$ cat src/rtl/prv32_id_ex_stage.sv
// prv32_id_ex_stage: ID/EX pipeline register with forwarding, load-use detection and flush
module prv32_id_ex_stage #(
    parameter int XLEN   = 32,
    parameter int REG_AW = 5
) (
    input  logic              clk,
    input  logic              rst,
    input  logic              in_valid,
    output logic              in_ready,
    input  logic              flush,
    input  logic [XLEN-1:0]   id_pc,
    input  logic [XLEN-1:0]   id_rs1_data,
    input  logic [XLEN-1:0]   id_rs2_data,
    input  logic [XLEN-1:0]   id_imm,
    input  logic [REG_AW-1:0] id_rs1,
    input  logic [REG_AW-1:0] id_rs2,
    input  logic [REG_AW-1:0] id_rd,
    input  logic [4:0]        id_alufn,
    input  logic              id_asel_pc,
    input  logic              id_bsel_imm,
    input  logic              id_sh_imm,
    input  logic              id_regwrite,
    input  logic              id_memread,
    input  logic              id_memwrite,
    input  logic [REG_AW-1:0] exmem_rd,
    input  logic              exmem_regwrite,
    input  logic [XLEN-1:0]   exmem_result,
    input  logic [REG_AW-1:0] memwb_rd,
    input  logic              memwb_regwrite,
    input  logic [XLEN-1:0]   memwb_result,
    input  logic              ex_ready,
    output logic              ex_valid,
    output logic [XLEN-1:0]   alu_a,
    output logic [XLEN-1:0]   alu_b,
    output logic [XLEN-1:0]   alu_shamt,
    output logic [4:0]        alu_alufn,
    output logic [XLEN-1:0]   ex_store_data,
    output logic [XLEN-1:0]   ex_pc,
    output logic [REG_AW-1:0] ex_rd,
    output logic              ex_regwrite,
    output logic              ex_memread,
    output logic              ex_memwrite,
    output logic              load_use_stall
);
    logic              v;
    logic [XLEN-1:0]   pc, rs1_data, rs2_data, imm;
    logic [REG_AW-1:0] rs1, rs2, rd;
    logic [4:0]        alufn;
    logic              asel_pc, bsel_imm, sh_imm, regwrite, memread, memwrite;
    logic [XLEN-1:0]   fwd_rs1, fwd_rs2;
    logic              accept;
    always_comb begin
        fwd_rs1 = (rs1 != '0 && exmem_regwrite && exmem_rd == rs1) ? exmem_result :
                  (rs1 != '0 && memwb_regwrite && memwb_rd == rs1) ? memwb_result : rs1_data;
        fwd_rs2 = (rs2 != '0 && exmem_regwrite && exmem_rd == rs2) ? exmem_result :
                  (rs2 != '0 && memwb_regwrite && memwb_rd == rs2) ? memwb_result : rs2_data;
        load_use_stall = v & memread & (rd != '0) & in_valid & ((id_rs1 == rd) | (id_rs2 == rd));
        in_ready = (~v | ex_ready) & ~load_use_stall;
        accept = in_valid & in_ready & ~flush;
        ex_valid = v;
        alu_a = asel_pc ? pc : fwd_rs1;
        alu_b = bsel_imm ? imm : fwd_rs2;
        alu_shamt = {{(XLEN-5){1'b0}}, sh_imm ? imm[4:0] : fwd_rs2[4:0]};
        alu_alufn = alufn;
        ex_store_data = fwd_rs2;
        ex_pc = pc;
        ex_rd = rd;
        ex_regwrite = v & regwrite;
        ex_memread = v & memread;
        ex_memwrite = v & memwrite;
    end
    always_ff @(posedge clk) begin
        if (rst) begin
            v <= 1'b0;
            pc <= '0;
            rs1_data <= '0;
            rs2_data <= '0;
            imm <= '0;
            rs1 <= '0;
            rs2 <= '0;
            rd <= '0;
            alufn <= '0;
            asel_pc <= 1'b0;
            bsel_imm <= 1'b0;
            sh_imm <= 1'b0;
            regwrite <= 1'b0;
            memread <= 1'b0;
            memwrite <= 1'b0;
        end else if (flush) begin
            v <= 1'b0;
        end else if (accept) begin
            v <= 1'b1;
            pc <= id_pc;
            rs1_data <= id_rs1_data;
            rs2_data <= id_rs2_data;
            imm <= id_imm;
            rs1 <= id_rs1;
            rs2 <= id_rs2;
            rd <= id_rd;
            alufn <= id_alufn;
            asel_pc <= id_asel_pc;
            bsel_imm <= id_bsel_imm;
            sh_imm <= id_sh_imm;
            regwrite <= id_regwrite;
            memread <= id_memread;
            memwrite <= id_memwrite;
        end else if (v && ex_ready) begin
            v <= 1'b0;
        end else if (v) begin
            rs1_data <= fwd_rs1;
            rs2_data <= fwd_rs2;
        end
    end
endmodule

$ cat config.mk
export PLATFORM = sky130hd
export DESIGN_NAME = prv32_id_ex_stage
export DESIGN_NICKNAME = d
export VERILOG_FILES = /design/src/rtl/prv32_id_ex_stage.sv
export SDC_FILE = /design/constraint.sdc
export NUM_CORES = 1
export LEC_CHECK = 0
export BUFFER_PORTS_ARGS = -buffer_cell sky130_fd_sc_hd__buf_2
export CAP_MARGIN = 20
export CORE_AREA = 3 3 157 159
export CTS_CLUSTER_DIAMETER = 60
export DETAILED_ROUTE_END_ITERATION = 7
export DIE_AREA = 0 0 160 162
export GPL_TIMING_DRIVEN = 0
export PLACE_DENSITY = 0.66
export RECOVER_POWER = 100
export SYNTH_ARGS = -nofsm -noshare
export SYNTH_HDL_FRONTEND = slang
export SYNTH_SLANG_ARGS = --single-unit
$ cat constraint.sdc
create_clock -name clk -period 5.2 [get_ports clk]
set_input_delay 0.26 -clock clk [delete_from_list [all_inputs] [get_ports clk]]
set_output_delay 0.26 -clock clk [all_outputs]
set_load 0.1 [all_outputs]
Word level (Yosys, flattened, before mapping) --
Cells that the tools add are included.
Storage, ports and cells: bits in registers 155, output and inout port bits 176, logic and storage cells 68
Operators by class: equal/unequal tests 7, multiplexer cells 15, bitwise gates (word level) 14, reduce and logical (&&, ||, !) cells 17
Operators by type and width (number):
- $mux 32 | 12
- $eq 5x5->1 | 6
- $reduce_bool 5->1 | 3
- $and 1x1->1 | 9
- $logic_and 1x1->1 | 9
- $mux 5 | 1
- $reduce_bool 2->1 | 2
- $not 1->1 | 3
- $reduce_and 3->1 | 1
- $mux 1 | 2
- $ne 2x2->1 const B | 1
- $or 1x1->1 | 2
- $reduce_and 2->1 | 1
- $reduce_or 2->1 | 1

Logic depth before layout (Yosys ltp) --
word-level depth 10, depth in mapped cells 9, mapped depth without buffers 7

Worst setup path after synthesis --
Ideal clock, no wire load.
path type register to output, start point register v (netlist: ex_valid), end point output in_ready, arrival 4682 ps, required time 4940 ps, path slack 258 ps, stages on the path, launching flop included 5, cell sequence dfxtp_1 and2_1 o211ai_1 nor2_1 nor2_1
Between the ends: word-level cells in the longest chain between the ends 6, elaborated cells on any way between the ends 8, classes of those cells 8 x bitwise
RTL lines:
- start: declaration | line 45 | logic v;
- start signal: assignment | line 74 | v <= 1'b0;
- start signal: assignment | line 90 | v <= 1'b0;
- start signal: assignment | line 92 | v <= 1'b1;
- $and 1x1->1
- net ex_memread | line 41 | output logic ex_memread,
- $and 1x1->1 (3 in series) | line 57 | load_use_stall = v & memread & (rd != '0) & in_valid & ((id_rs1 == rd) | (id_rs2 == rd));
- net load_use_stall | line 43 | output logic load_use_stall
- $not 1->1 | line 58 | in_ready = (~v | ex_ready) & ~load_use_stall;
- $and 1x1->1 | line 58
- end: declaration | line 9 | output logic in_ready,
The timed path passes the listed nets, and every way through them passes these cells.

Worst setup path in the final report --
start point register rs2[2], end point output alu_b[25]
Between the ends: word-level cells in the longest chain between the ends 6, elaborated cells on any way between the ends 10, classes of those cells 2 x eq/ne; 3 x mux; 5 x reduce/logical
RTL lines:
- start: declaration | line 47 | logic [REG_AW-1:0] rs1, rs2, rd;
- start signal: assignment | line 98 | rs2 <= id_rs2;
- $reduce_bool 5->1 | line 55, 56
- $logic_and 1x1->1 (2 in series) | line 56 | (rs2 != '0 && memwb_regwrite && memwb_rd == rs2) ? memwb_result : rs2_data;
- $mux 32 | line 56
- $mux 32 (*) | line 55 | fwd_rs2 = (rs2 != '0 && exmem_regwrite && exmem_rd == rs2) ? exmem_result :
- $mux 32 (*) | line 62 | alu_b = bsel_imm ? imm : fwd_rs2;
- end: declaration | line 34 | output logic [XLEN-1:0] alu_b,
Every way passes the cells marked *; elsewhere a longest branch is shown, timed or not.

==> flow_summary.json <==
{
  "setup_viol": 0,
  "fin_crit_ns": 4.47,
  "cp_cell_sequence": "xor2_1 > nor4b_1 > clkbuf_1 > nand4_1 > a31oi_1 > mux2_2 > clkbuf_1",
  "yosysWarnings": 0,
  "synth-compound-area-share_pct": 18.9,
  "vias": 10100,
  "critical_path_required_ns": 4.94,
  "ios": 411,
  "rsz0062_at_grt": "no",
  "areaGrowthSynthToFinish_pct": 30.5,
  "synth_xor_area_share_pct": 2.99,
  "yosys.area_share.simple_pct": 19.9,
  "gp_congestion": 0.939,
  "synthArstFlopShare_pct": 0,
  "ys_types": 44,
  "peakVddDrop_v": 0.000194,
  "finClkSkew_ns": 0.00842,
  "critPathSlowestCell": "nor4b_1",
  "crit_buf_inv": 2,
  "grtUsageTotal_pct": 28.4,
  "postLayoutCoreUtil_pct": 49.0,
  "grt-ovfl-total": 0,
  "p_comb_share_pct": 33.3,
  "dp_hpwl_mm": 31.7,
  "ys_seq_area_share_pct": 35.3,
  "mostFrequentLayoutCell": "buf_2",
  "syn_area_um2": 8790,
  "violations": "design-rule violations, max-capacitance violations, max-slew violations",
  "first_global_vias": 9805,
  "clk_pin_slew_ns": 0.07,
  "sw_frac_of_total_pct": 41.9,
  "slowest_delay_ns": 1.12,
  "synthAdderAreaFrac_pct": 0,
  "final_cell_mix": "buf_2 (257), clkbuf_1 (233), nor2_1 (163)",
  "synth_ff_type": "dfxtp_1",
  "syn_avg_cell_area_um2": 8.25,
  "insertion_delay_ns": 0.42,
  "outcome": "finished with violations",
  "gr-usage-met2_pct": 51.0,
  "portBuffers": 382,
  "cts_tree": "yes",
  "fmax_mhz": 224,
  "internal-power_w": 0.00213,
  "path_class": "flip-flop to output pin",
  "synth_top_family_by_area": "simple AND/OR/NAND/NOR gates",
  "cts_setup_buffers": 0,
  "switchingPower_w": 0.00153,
  "grt_pass1_wl_mm": 56.9,
  "slew-limit-headroom_pct": -12.8,
  "clock_sinks": 155,
  "drtIter0Drc": 967,
  "p_leak_nw": 4.58,
  "power_w": 0.00366,
  "p_clk_share_pct": 31.5,
  "die_area_um2": 25900,
  "hold_viol_final": 0,
  "arrival_ns": 4.21,
  "vias_per_cell": 5.50,
  "final_nets": 1728,
  "syn_inst": 1066,
  "worst_pin_slew_ns": 1.68,
  "grtUsageMet1_pct": 33.4,
  "synth_mux_area_share_pct": 14.7,
  "initial_utilization_pct": 37.6,
  "fp-row-count": 56,
  "path_max_fanout": 10,
  "synth-edff-count": 0,
  "grtUsageMet3_pct": 6.94,
  "dr.pass1.iters": 8,
  "start_kind": "flip-flop",
  "ant_nets": 0,
  "power_density_nw_per_um2": 319,
  "core_um2": 23400,
  "dieHeight_um": 162,
  "synth-seq-cells": 155,
  "drive_gt1_share_pct": 24.5,
  "cts_buffer_depth": 2,
  "seqPwrFrac_pct": 35.2,
  "cts_root_buf": "clkbuf_16",
  "die_w_um": 160,
  "cts_buffers": 17,
  "cts-htree-levels": 4,
  "cp-end-kind": "output pin",
  "hp-class": "input port to flip-flop",
  "grt_max_degree": 17,
  "post_cts_resized": 0,
  "hold_buffers": 0,
  "drv_slew": 10,
  "post_drt_wl_per_cell_um": 21.2,
  "finalSetupTns_ns": 0,
  "antenna_found_initial": 8,
  "routed_wl_mm": 38.7,
  "cpMostUsedCell": "clkbuf_1",
  "busiest_layer": "met2",
  "drc": 7,
  "critPathTopFamily": "buffers and inverters",
  "drv_cap": 1,
  "final.period_utilization_pct": 85.9
}
worst paths after layout:
| check | start | end | slack (ns) | cells after the start |
|---|---|---|---|---|
| worst max register to register | ex_rd[0] | ex_pc[29] | 1.28 | 8 |
| worst min register to register | regwrite | regwrite | 0.49 | 2 |
| worst min-delay path | id_imm[1] | imm[1] | 0.07 | 3 |
| worst max-delay path | rs2[2] | alu_b[25] | 0.73 | 7 |
per-stage QoR:
stage / instances / area [um2] / setup WS, ns / hold slack (ns)
after floorplan: 1092 / 8890 / 0.258 / 0.407
after global placement: 1793 / 11200 / 1.91 / 0.464
after detailed placement: 1793 / 11200 / 1.93 / 0.474
after CTS: 1823 / 11700 / 1.46 / 0.0529
after global routing: 1825 / 11500 / 0.658 / 0.0746
final: 1826 / 11500 / 0.733 / 0.0685
layout make-up:
| class | instances | area [um2] |
|---|---|---|
| multi-input cells | 792 | 5040 |
| well taps | 319 | 399 |
| fillers | 2572 | 11900 |
| repair buffers | 382 | 1740 |
| inverters | 8 | 30.0 |
| flip-flops and latches | 155 | 3100 |
| clock inverters | 10 | 70.1 |
| clock buffers | 20 | 447 |
| plain buffers | 137 | 639 |
| diodes | 3 | 7.51 |
Yosys cell counts (5+ instances only):
master	number	area share, %
a2111oi_2	5	0.85
mux2_2	35	4.5
buf_4	38	3.2
clkbuf_1	77	3.3
xnor2_1	17	1.7
xor2_1	13	1.3
nor2b_1	6	0.43
nand3_1	26	1.5
o31ai_1	32	2.7
nor3_1	64	3.6
nand2_1	82	3.5
nand4_1	34	2.4
dfxtp_1	155	35
o21ai_0	45	2.6
o211ai_1	6	0.51
a31o_2	10	1.0
buf_2	19	1.1
nor2_1	163	7.0
a31oi_1	52	3.7
a222oi_1	57	6.5
mux2i_1	90	10
kinds of logic after synthesis:
group / Yosys count
AOI/OAI and AO/OA: 217
xor gates and xnor gates: 30
DFF: 155
and+or+nand+nor: 393
muxes: 125
buffers and inverters: 145
other: 1
per-layer routing:
layer / vias to the layer above / share of wire [%]
met5: - / 0.14
met4: 10 / 2.7
met3: 73 / 8.6
met2: 542 / 50
met1: 4689 / 39
li1: 4736 / -
state kept, by name, indices dropped and copies added (netlist names):
| name | count |
|---|---|
| ex_valid | 1 |
| alu_alufn | 5 |
| bsel_imm | 1 |
| regwrite | 1 |
| sh_imm | 1 |
| rs1 | 5 |
| memwrite | 1 |
| rs2_data | 32 |
| ex_rd | 5 |
| ex_pc | 32 |
| rs2 | 5 |
| memread | 1 |
| asel_pc | 1 |
| imm | 32 |
| rs1_data | 32 |
power by group through the flow:
stage                     Clock [W]  Combinational [W]  Sequential (W)
after floorplan                   0           0.000826         0.00142
after global placement            0            0.00123         0.00131
after detailed placement          0            0.00124         0.00131
after CTS                   0.00117            0.00124         0.00129
after global routing        0.00122            0.00128         0.00129
final                       0.00115            0.00122         0.00129
worst reg2reg max path: stages (launching register included):
cell	delay (ns)
dfxtp_1	0.37
or4_1	0.59
o211ai_1	0.28
o21ba_2	0.16
clkbuf_1	0.35
clkbuf_1	0.81
clkbuf_1	0.88
mux2i_1	0.28
nor2_1	0.06
Note: power is estimated with default switching activity, not from simulation.
